<file path="config.mk">
export PLATFORM = sky130hd
export DESIGN_NAME = led_blink_multi
export DESIGN_NICKNAME = d
export VERILOG_FILES = /design/src/rtl/led_blink_pkg.sv /design/src/rtl/led_blink_multi_channel.sv /design/src/rtl/led_blink_multi.sv
export SDC_FILE = /design/constraint.sdc
export NUM_CORES = 1
export LEC_CHECK = 0
export ABC_AREA = 1
export BUFFER_PORTS_ARGS = -buffer_cell sky130_fd_sc_hd__buf_4
export CORE_UTILIZATION = 55
export CTS_BUF_LIST = sky130_fd_sc_hd__clkbuf_16
export DETAILED_ROUTE_END_ITERATION = 7
export PLACE_DENSITY = 0.71
export SYNTH_ARGS = -nofsm -noshare
export SYNTH_HDL_FRONTEND = slang
export SYNTH_SLANG_ARGS = --single-unit
</file>
<file path="constraint.sdc">
create_clock -name CLOCK_50 -period 3.2 [get_ports CLOCK_50]
set_clock_uncertainty 0.15 [all_clocks]
set_input_delay 0.32 -clock CLOCK_50 [delete_from_list [all_inputs] [get_ports CLOCK_50]]
set_output_delay 0.32 -clock CLOCK_50 [all_outputs]
set_load 0.1 [all_outputs]
</file>
<file path="src/rtl/led_blink_pkg.sv">
// Shared definitions for the multi-channel LED blinker: mode encoding, rate table, lookup.
// Latency: n/a (types, constants and a pure function only).
// Backpressure: n/a.
package led_blink_pkg;

    localparam int RATE_IDX_W = 2;
    localparam int RATE_N     = 1 << RATE_IDX_W;

    // Channel operating modes as seen on the cfg_mode write field
    typedef enum logic [1:0] {
        MODE_OFF   = 2'd0,
        MODE_ON    = 2'd1,
        MODE_BLINK = 2'd2,
        MODE_FLASH = 2'd3
    } mode_e;

    // Default half-period counts (50 MHz core clock)
    localparam int RATE0_DEF = 50000000;
    localparam int RATE1_DEF = 2500000;
    localparam int RATE2_DEF = 100000000;
    localparam int RATE3_DEF = 16666666;

    // Rate table, entry n holds the half-period count for rate index n
    typedef logic [RATE_N-1:0][31:0] rate_tbl_t;

    localparam rate_tbl_t RATE_TBL_DEF = {
        32'(RATE3_DEF), 32'(RATE2_DEF), 32'(RATE1_DEF), 32'(RATE0_DEF)
    };

    // Half-period count for a rate index; the table defaults to the board rates
    function automatic logic [31:0] rate_lookup(
        input logic [RATE_IDX_W-1:0] idx,
        input rate_tbl_t             tbl = RATE_TBL_DEF
    );
        return tbl[idx];
    endfunction

endpackage

</file>
<file path="src/rtl/led_blink_multi_channel.sv">
// One LED channel: mode/rate registers, half-period counter, phase and tick decode.
// Latency: config/restart visible the cycle after the edge; LED/tick decoded from registers only.
// Backpressure: none, writes and restarts are always accepted in the cycle they are presented.
module blink_channel
    import led_blink_pkg::*;
#(
    parameter int        CNT_W = 27,
    parameter rate_tbl_t RATES = RATE_TBL_DEF
) (
    input  logic                  clk_i,
    input  logic                  rst_i,
    input  logic                  restart_i,
    input  logic                  wr_i,
    input  logic [1:0]            mode_i,
    input  logic [RATE_IDX_W-1:0] rate_i,
    output logic                  led_o,
    output logic                  tick_o
);

    mode_e                 mode_q, mode_d;
    logic [RATE_IDX_W-1:0] rate_q, rate_d;
    logic [CNT_W-1:0]      cnt_q, cnt_d;
    logic                  phase_q, phase_d;
    logic                  tick_q, tick_d;

    logic [CNT_W-1:0]      half_per;
    logic [CNT_W-1:0]      flash_lim;
    logic                  counting;

    // Rate values wider than the counter are truncated here; the top rejects
    // any rate that would actually lose bits.
    assign half_per  = CNT_W'(rate_lookup(rate_q, RATES));
    assign flash_lim = half_per >> 3;
    assign counting  = (mode_q == MODE_BLINK) || (mode_q == MODE_FLASH);

    // Next-state: config load, restart, then free-running half-period counter
    always_comb begin
        mode_d  = mode_q;
        rate_d  = rate_q;
        cnt_d   = cnt_q;
        phase_d = phase_q;
        tick_d  = 1'b0;

        if (wr_i) begin
            mode_d = mode_e'(mode_i);
            rate_d = rate_i;
        end

        if (wr_i || restart_i) begin
            // Restart wins over a pending toggle, so no tick on this edge
            cnt_d   = '0;
            phase_d = 1'b1;
        end else if (counting) begin
            // >= rather than == so a counter that somehow overshoots recovers
            if (cnt_q >= half_per) begin
                cnt_d   = '0;
                phase_d = ~phase_q;
                tick_d  = 1'b1;
            end else begin
                cnt_d = cnt_q + CNT_W'(1);
            end
        end else begin
            cnt_d   = '0;
            phase_d = 1'b1;
        end
    end

    // State registers; reset brings the channel up blinking at rate 0
    always_ff @(posedge clk_i) begin
        if (rst_i) begin
            mode_q  <= MODE_BLINK;
            rate_q  <= '0;
            cnt_q   <= '0;
            phase_q <= 1'b1;
            tick_q  <= 1'b0;
        end else begin
            mode_q  <= mode_d;
            rate_q  <= rate_d;
            cnt_q   <= cnt_d;
            phase_q <= phase_d;
            tick_q  <= tick_d;
        end
    end

    // LED decode from registered state only; FLASH lights the first eighth of the on-phase
    always_comb begin
        led_o = 1'b0;
        unique case (mode_q)
            MODE_OFF:   led_o = 1'b0;
            MODE_ON:    led_o = 1'b1;
            MODE_BLINK: led_o = phase_q;
            MODE_FLASH: led_o = phase_q && (cnt_q < flash_lim);
            default:    led_o = 1'b0;
        endcase
    end

    // tick is registered on the toggling edge, so it lines up with the new phase
    assign tick_o = tick_q;

endmodule

</file>
<file path="src/rtl/led_blink_multi.sv">
// Multi-channel LED blinker: per-channel mode/rate set over a one-cycle write port, global SYNC.
// Latency: a write or SYNC takes effect on the cycle after its edge; outputs are register-decoded.
// Backpressure: none, every write is accepted; writes to channels >= NUM_CH are dropped.
module led_blink_multi
    import led_blink_pkg::*;
#(
    parameter int NUM_CH = 8,
    parameter int CNT_W  = 27,
    parameter int RATE0  = RATE0_DEF,
    parameter int RATE1  = RATE1_DEF,
    parameter int RATE2  = RATE2_DEF,
    parameter int RATE3  = RATE3_DEF
) (
    input  logic              CLOCK_50,
    input  logic              RESET,
    input  logic              cfg_we,
    input  logic [4:0]        cfg_ch,
    input  logic [1:0]        cfg_mode,
    input  logic [1:0]        cfg_rate,
    input  logic              SYNC,
    output logic [NUM_CH-1:0] LED,
    output logic [NUM_CH-1:0] tick
);

    localparam rate_tbl_t RATE_TBL = {32'(RATE3), 32'(RATE2), 32'(RATE1), 32'(RATE0)};
    localparam longint    CNT_LIM  = longint'(1) << CNT_W;

    // Parameter sanity: channel count, counter width, and every rate must fit the counter
    if (NUM_CH < 1 || NUM_CH > 32) begin : g_bad_num_ch
        $error("led_blink_multi: NUM_CH must be in 1..32");
    end
    if (CNT_W < 1 || CNT_W > 32) begin : g_bad_cnt_w
        $error("led_blink_multi: CNT_W must be in 1..32");
    end
    if (longint'(RATE0) >= CNT_LIM || RATE0 < 0) begin : g_bad_rate0
        $error("led_blink_multi: RATE0 does not fit in CNT_W bits");
    end
    if (longint'(RATE1) >= CNT_LIM || RATE1 < 0) begin : g_bad_rate1
        $error("led_blink_multi: RATE1 does not fit in CNT_W bits");
    end
    if (longint'(RATE2) >= CNT_LIM || RATE2 < 0) begin : g_bad_rate2
        $error("led_blink_multi: RATE2 does not fit in CNT_W bits");
    end
    if (longint'(RATE3) >= CNT_LIM || RATE3 < 0) begin : g_bad_rate3
        $error("led_blink_multi: RATE3 does not fit in CNT_W bits");
    end

    logic              cfg_hit;
    logic [NUM_CH-1:0] wr_sel;

    // Out-of-range channel indices never reach any channel
    assign cfg_hit = cfg_we && ({27'd0, cfg_ch} < 32'(NUM_CH));

    for (genvar i = 0; i < NUM_CH; i++) begin : g_ch
        assign wr_sel[i] = cfg_hit && (cfg_ch == 5'(i));

        blink_channel #(
            .CNT_W (CNT_W),
            .RATES (RATE_TBL)
        ) u_ch (
            .clk_i     (CLOCK_50),
            .rst_i     (RESET),
            .restart_i (SYNC),
            .wr_i      (wr_sel[i]),
            .mode_i    (cfg_mode),
            .rate_i    (cfg_rate),
            .led_o     (LED[i]),
            .tick_o    (tick[i])
        );
    end

endmodule
</file>
Word-level counts from Yosys, hierarchy flattened. Index checks and enable logic that the tools add are counted.

Flip-flop bits (word level): 264. Input bits: 13. Output and inout port bits: 16. Word-level logic and storage cells: 210.

Add/subtract/negate cells: 8. Magnitude comparators: 25. Equality and inequality tests: 31. Mux-type cells: 32. Bitwise logic cells: 16. Reductions and logical operators: 58.

Operators with widths (count): binary-select mux 32 bit (select 2 bit) (8); adder 27 x 1 -> 27 bit (second input constant) (8); greater-or-equal comparator 27 bit (8); less-than comparator 27 x 24 -> 1 bit (8); two-way mux 27 bit (8); == test 2 bit (second input constant) (16); one-hot mux 1 bit (4 select lines) (8); OR reduction 4 bit (8); less-than comparator 2 x 3 -> 1 bit (second input constant) (8); OR reduction 3 bit (8); == test 5 x 3 -> 1 bit (second input constant) (4); logical AND 1 bit (17); == test 2 x 1 -> 1 bit (second input constant) (8); zero test 2 bit (8); logical OR 1 bit (16); inverter 1 bit (16); == test 5 x 2 -> 1 bit (second input constant) (2); two-way mux 1 bit (8); == test 5 x 1 -> 1 bit (second input constant) (1); zero test 5 bit (1); less-than comparator 5 x 4 -> 1 bit (second input constant) (1).

Longest topological paths before layout.
Word-level depth: 5. Gate-level depth with buffers: 16. Depth with buffers taken out: 15.

Cells and area by module. A second synthesis with hierarchy kept.

Cells, all modules: 3297. Area, all modules: 22651.7 um^2.

Modules (own cells, without submodules): blink_channel at g_ch[2].u_ch ... (instances 5, cells each 418, area an instance 2867.8 um^2, seq. area each 660.6 um^2); blink_channel at g_ch[0].u_ch ... (instances 2, cells each 393, area an instance 2757.6 um^2, seq. area each 660.6 um^2); blink_channel at g_ch[5].u_ch (instances 1, cells each 397, area an instance 2702.6 um^2, seq. area each 660.6 um^2); led_blink_multi (instances 1, cells each 24, area an instance 95.1 um^2, seq. area each 0.0 um^2).

Worst setup path before layout. OpenSTA, ideal clock, no wires.

Path type: reg-to-output. Start: register g_ch[2].u_ch.rate_q[0]. End: output port LED[2]. Arrival time: 2.072 ns. Path slack: 0.658 ns. Cell stages (with the launch flop): 14. Path buffers: 1. Path through: dfxtp_1 > inv_1 > ha_1 > ha_1 > a21oi_1 > nor2_1 > a21oi_1 > nand2_1 > a21oi_1 > nand2_1 > nand2_1 > nand2_1 > nand2_1 > buf_4.

Word-level cells in the longest chain between the ends: 5.

RTL lines: start, declared (line led_blink_multi_channel.sv:21) `logic [RATE_IDX_W-1:0] rate_q, rate_d;`; start signal, assigned (line led_blink_multi_channel.sv:78) `rate_q <= rate_d;`; binary-select mux 32 bit (select 2 bit) (line led_blink_pkg.sv:35) `return tbl[idx];`; two-way mux 27 bit (implied by the code) (line led_blink_pkg.sv:35); less-than comparator 27 x 24 -> 1 bit (line led_blink_multi_channel.sv:92) `MODE_FLASH: led_o = phase_q && (cnt_q < flash_lim);`; logical AND 1 bit (line led_blink_multi_channel.sv:92); one-hot mux 1 bit (4 select lines) (line led_blink_multi_channel.sv:88) `unique case (mode_q)`; end, declared (line led_blink_multi.sv:21) `output logic [NUM_CH-1:0] LED,`.

No other way between the ends. The select of a mux whose other input is x is not followed.

Worst setup path after layout.
Start: register g_ch[4].u_ch.rate_q[0]. End: output port LED[4].

Word-level cells in the longest chain between the ends: 5.

RTL lines (line): start, declared (led_blink_multi_channel.sv:21); start signal, assigned (led_blink_multi_channel.sv:78); binary-select mux 32 bit (select 2 bit) (led_blink_pkg.sv:35); two-way mux 27 bit (implied by the code) (led_blink_pkg.sv:35); less-than comparator 27 x 24 -> 1 bit (led_blink_multi_channel.sv:92); logical AND 1 bit (led_blink_multi_channel.sv:92); one-hot mux 1 bit (4 select lines) (led_blink_multi_channel.sv:88).

No other way between the ends. The select of a mux whose other input is x is not followed.

==> flow_summary.yaml <==
yosys:
  ys.flop_type: "dfxtp_1"
  synth_cells: 3202
  synth_top_area_share_pct: 24.6
  yosysSeqAreaShare_pct: 24.6
  async_reset_ff_share_pct: 0
  ys_warn_count: 0
  synth_edf_count: 0
  yosysTopAreaCell: "dfxtp_1"
  synth_area_leaders: "dfxtp_1 25%, ha_1 19%, nand2_1 13%"
  ys_seq_elements: 264
  synth_nets: 3547
  syn_area_per_cell_um2: 6.72
  synth_area_um2: 21500
  synth.distinct_cells: 42
clock_network:
  numCtsBuffers: 34
  clk_latency_ns: 0.54
  tritoncts: "built"
  clk_pin_slew_ns: 0.06
  root_buffer: "clkbuf_16"
  h-tree-depth: 2
  cts_buffer_depth: 3
  cts_sinks: 264
detailed_routing:
  drcViolationCount: 0
  vias_per_cell: 5.44
  drtIter0Drc: 1228
  num_vias: 20624
  drt_pass1_iterations: 6
  postRouteAntennaNets: 0
  wl_per_cell_um: 14.7
  totalWireLength_mm: 55.9
final_layout:
  final_common_cell: "nand2_1"
  final_cell_mix: "711 x nand2_1, 487 x nor2_1, 382 x inv_1"
  nets: 3595
  antenna_cells: 0
  final-instance-count-excl-fill: 3792
  drive_gt1_share_pct: 8.46
  synthToLayoutAreaGrowth_pct: 12.1
placed_design:
  dp_cells: 3707
  gp_congestion: 0.969
  port_buffers: 28
  dpl.hpwl_mm: 42.4
floorplanning:
  core_um2: 38600
  io_pins: 29
  rows: 72
  initial_core_util_pct: 55.7
  die_w_um: 200
  dieArea_um2: 39900
  fp.dieH_um: 200
sta:
  tightest_slew_ns: 1.14
  timing.fmax_ghz: 0.323
  finalCritPeriodShare_pct: 96.8
  setup_viol: 0
  slew_headroom_pct: 24.2
  period_minus_slack_ns: 3.10
  tns_ns: 0
  holdWs_ns: 0.0576
  maxSlewViolCount: 0
  hold_violations: 0
pwr:
  p_leak_nw: 10.7
  ir_drop_v: 0.000355
  p_sw_share_pct: 23.0
  pwr-share-seq_pct: 44.9
  p_int_mw: 5.68
  clockPowerShare_pct: 51.1
  p_sw_mw: 1.70
  power_density_nw_per_um2: 306
  combPwrFrac_pct: 4.0
critical_path:
  cp_max_fo: 5
  worstSetupPathType: "reg -> out"
  cp.arrival_ns: 2.63
  worstPathRequired_ns: 2.73
  endpoint_kind: "output port"
  critPathLaunchType: "flip-flop"
flow_run:
  drv_cap: 0
global_routing:
  grt_pass1_wl_mm: 91.5
  grt_overflow: 0
  grt_pass1_vias: 19368
  grt_usage_pct: 28.1
  grt_antenna_before_repair: 1
  grt_start_max_net_pins: 33
hold_path:
  min_path_type: "in -> reg"
outcome:
  status: "completed"
[worst paths after layout]
check / slack, ns / to / depth (start not counted) / from
max: 0.10 / LED[4] / 13 / g_ch[4].u_ch.rate_q[0]
min: 0.06 / g_ch[6].u_ch.mode_q[0] / 3 / cfg_mode[0]
max reg2reg: 0.41 / g_ch[6].u_ch.cnt_q[21] / 14 / g_ch[6].u_ch.rate_q[1]
min reg2reg: 0.31 / g_ch[1].u_ch.cnt_q[0] / 1 / g_ch[1].u_ch.cnt_q[0]
[routing by layer]
layer	wire length (um)	global-route usage, %
met1	25500	36.1
met2	26000	47.7
met3	2740	3.93
met4	1590	10.0
met5	0	0
[kinds of logic (layout without fill, tap and decap cells)]
logic type,after synthesis,count (layout),synth area share [%]
fa+ha+maj,332,332,19.3
simple gates,1726,1726,35.0
compound gates,309,309,7.56
xor+xnor,119,119,4.84
flops,264,264,24.6
buf+inv,452,524,8.74
[stage by stage]
step	power [mW]	area, um^2	setup slack (ns)	utilization [%]
after floorplan	3.58	21500	0.658	-
after global placement	3.65	22100	0.351	57.1
after detailed placement	3.66	22100	0.288	57.1
after CTS	7.47	23500	0.000538	60.8
after global routing	7.66	24100	-0.0242	62.4
final	7.38	24100	0.102	62.4
[repair_timing]
item	4_1_cts	5_1_grt
hold endpoints to repair	6	0
resized for setup	83	110
hold buffers	1	0
setup buffers	0	24
endpoints found under the setup margin	8	8
pin swaps	0	24
[cell usage after synthesis (6+ instances only)]
cell      number
a21oi_1      207
buf_4         18
buf_6         14
clkbuf_1      10
dfxtp_1      264
ha_1         332
inv_1        402
nand2_1      720
nand3_1      203
nand3b_1       6
nand4_1      114
nand4_2        7
nor2_1       496
nor3_1        91
nor4_1        17
o21a_1        10
o21ai_0       71
o21bai_1      10
or2_2         30
xnor2_1       38
xor2_1        81
[worst max-delay path, stage by stage (launching register included)]
cell and delay, ns:
dfxtp_4 0.37, inv_6 0.09, ha_4 0.17, clkinvlp_4 0.13, ha_1 0.35, and3_1 0.16
nand4_1 0.08, nor2_1 0.11, nand2_1 0.06, nand3_1 0.11, nand2_1 0.08, nand2_1 0.08
nand2_2 0.10, buf_12 0.18
[registers in the layout (all words and copies together) (netlist names)]
register	flops
g_ch.u_ch.cnt_q	216
g_ch.u_ch.mode_q	16
g_ch.u_ch.phase_q	8
g_ch.u_ch.rate_q	16
g_ch.u_ch.tick_o	8
[cell type report]
| type | instances | area [um^2] |
|---|---|---|
| clock inverters | 25 | 213 |
| fillers | 3491 | 14500 |
| inverters | 402 | 1560 |
| well taps | 518 | 648 |
| clock buffers | 35 | 876 |
| flip-flops and latches | 264 | 5350 |
| multi-input cells | 2486 | 14900 |
| repair buffers | 62 | 576 |
[power groups by stage]
stage / registers, mW / clock network, mW / logic [mW]
2_1_floorplan: 3.39 / 0 / 0.194
3_3_place_gp: 3.39 / 0 / 0.262
3_5_place_dp: 3.39 / 0 / 0.270
4_1_cts: 3.32 / 3.87 / 0.282
5_1_grt: 3.31 / 4.02 / 0.328
6_report: 3.31 / 3.77 / 0.296
Note: power is estimated with default switching activity, not from simulation.
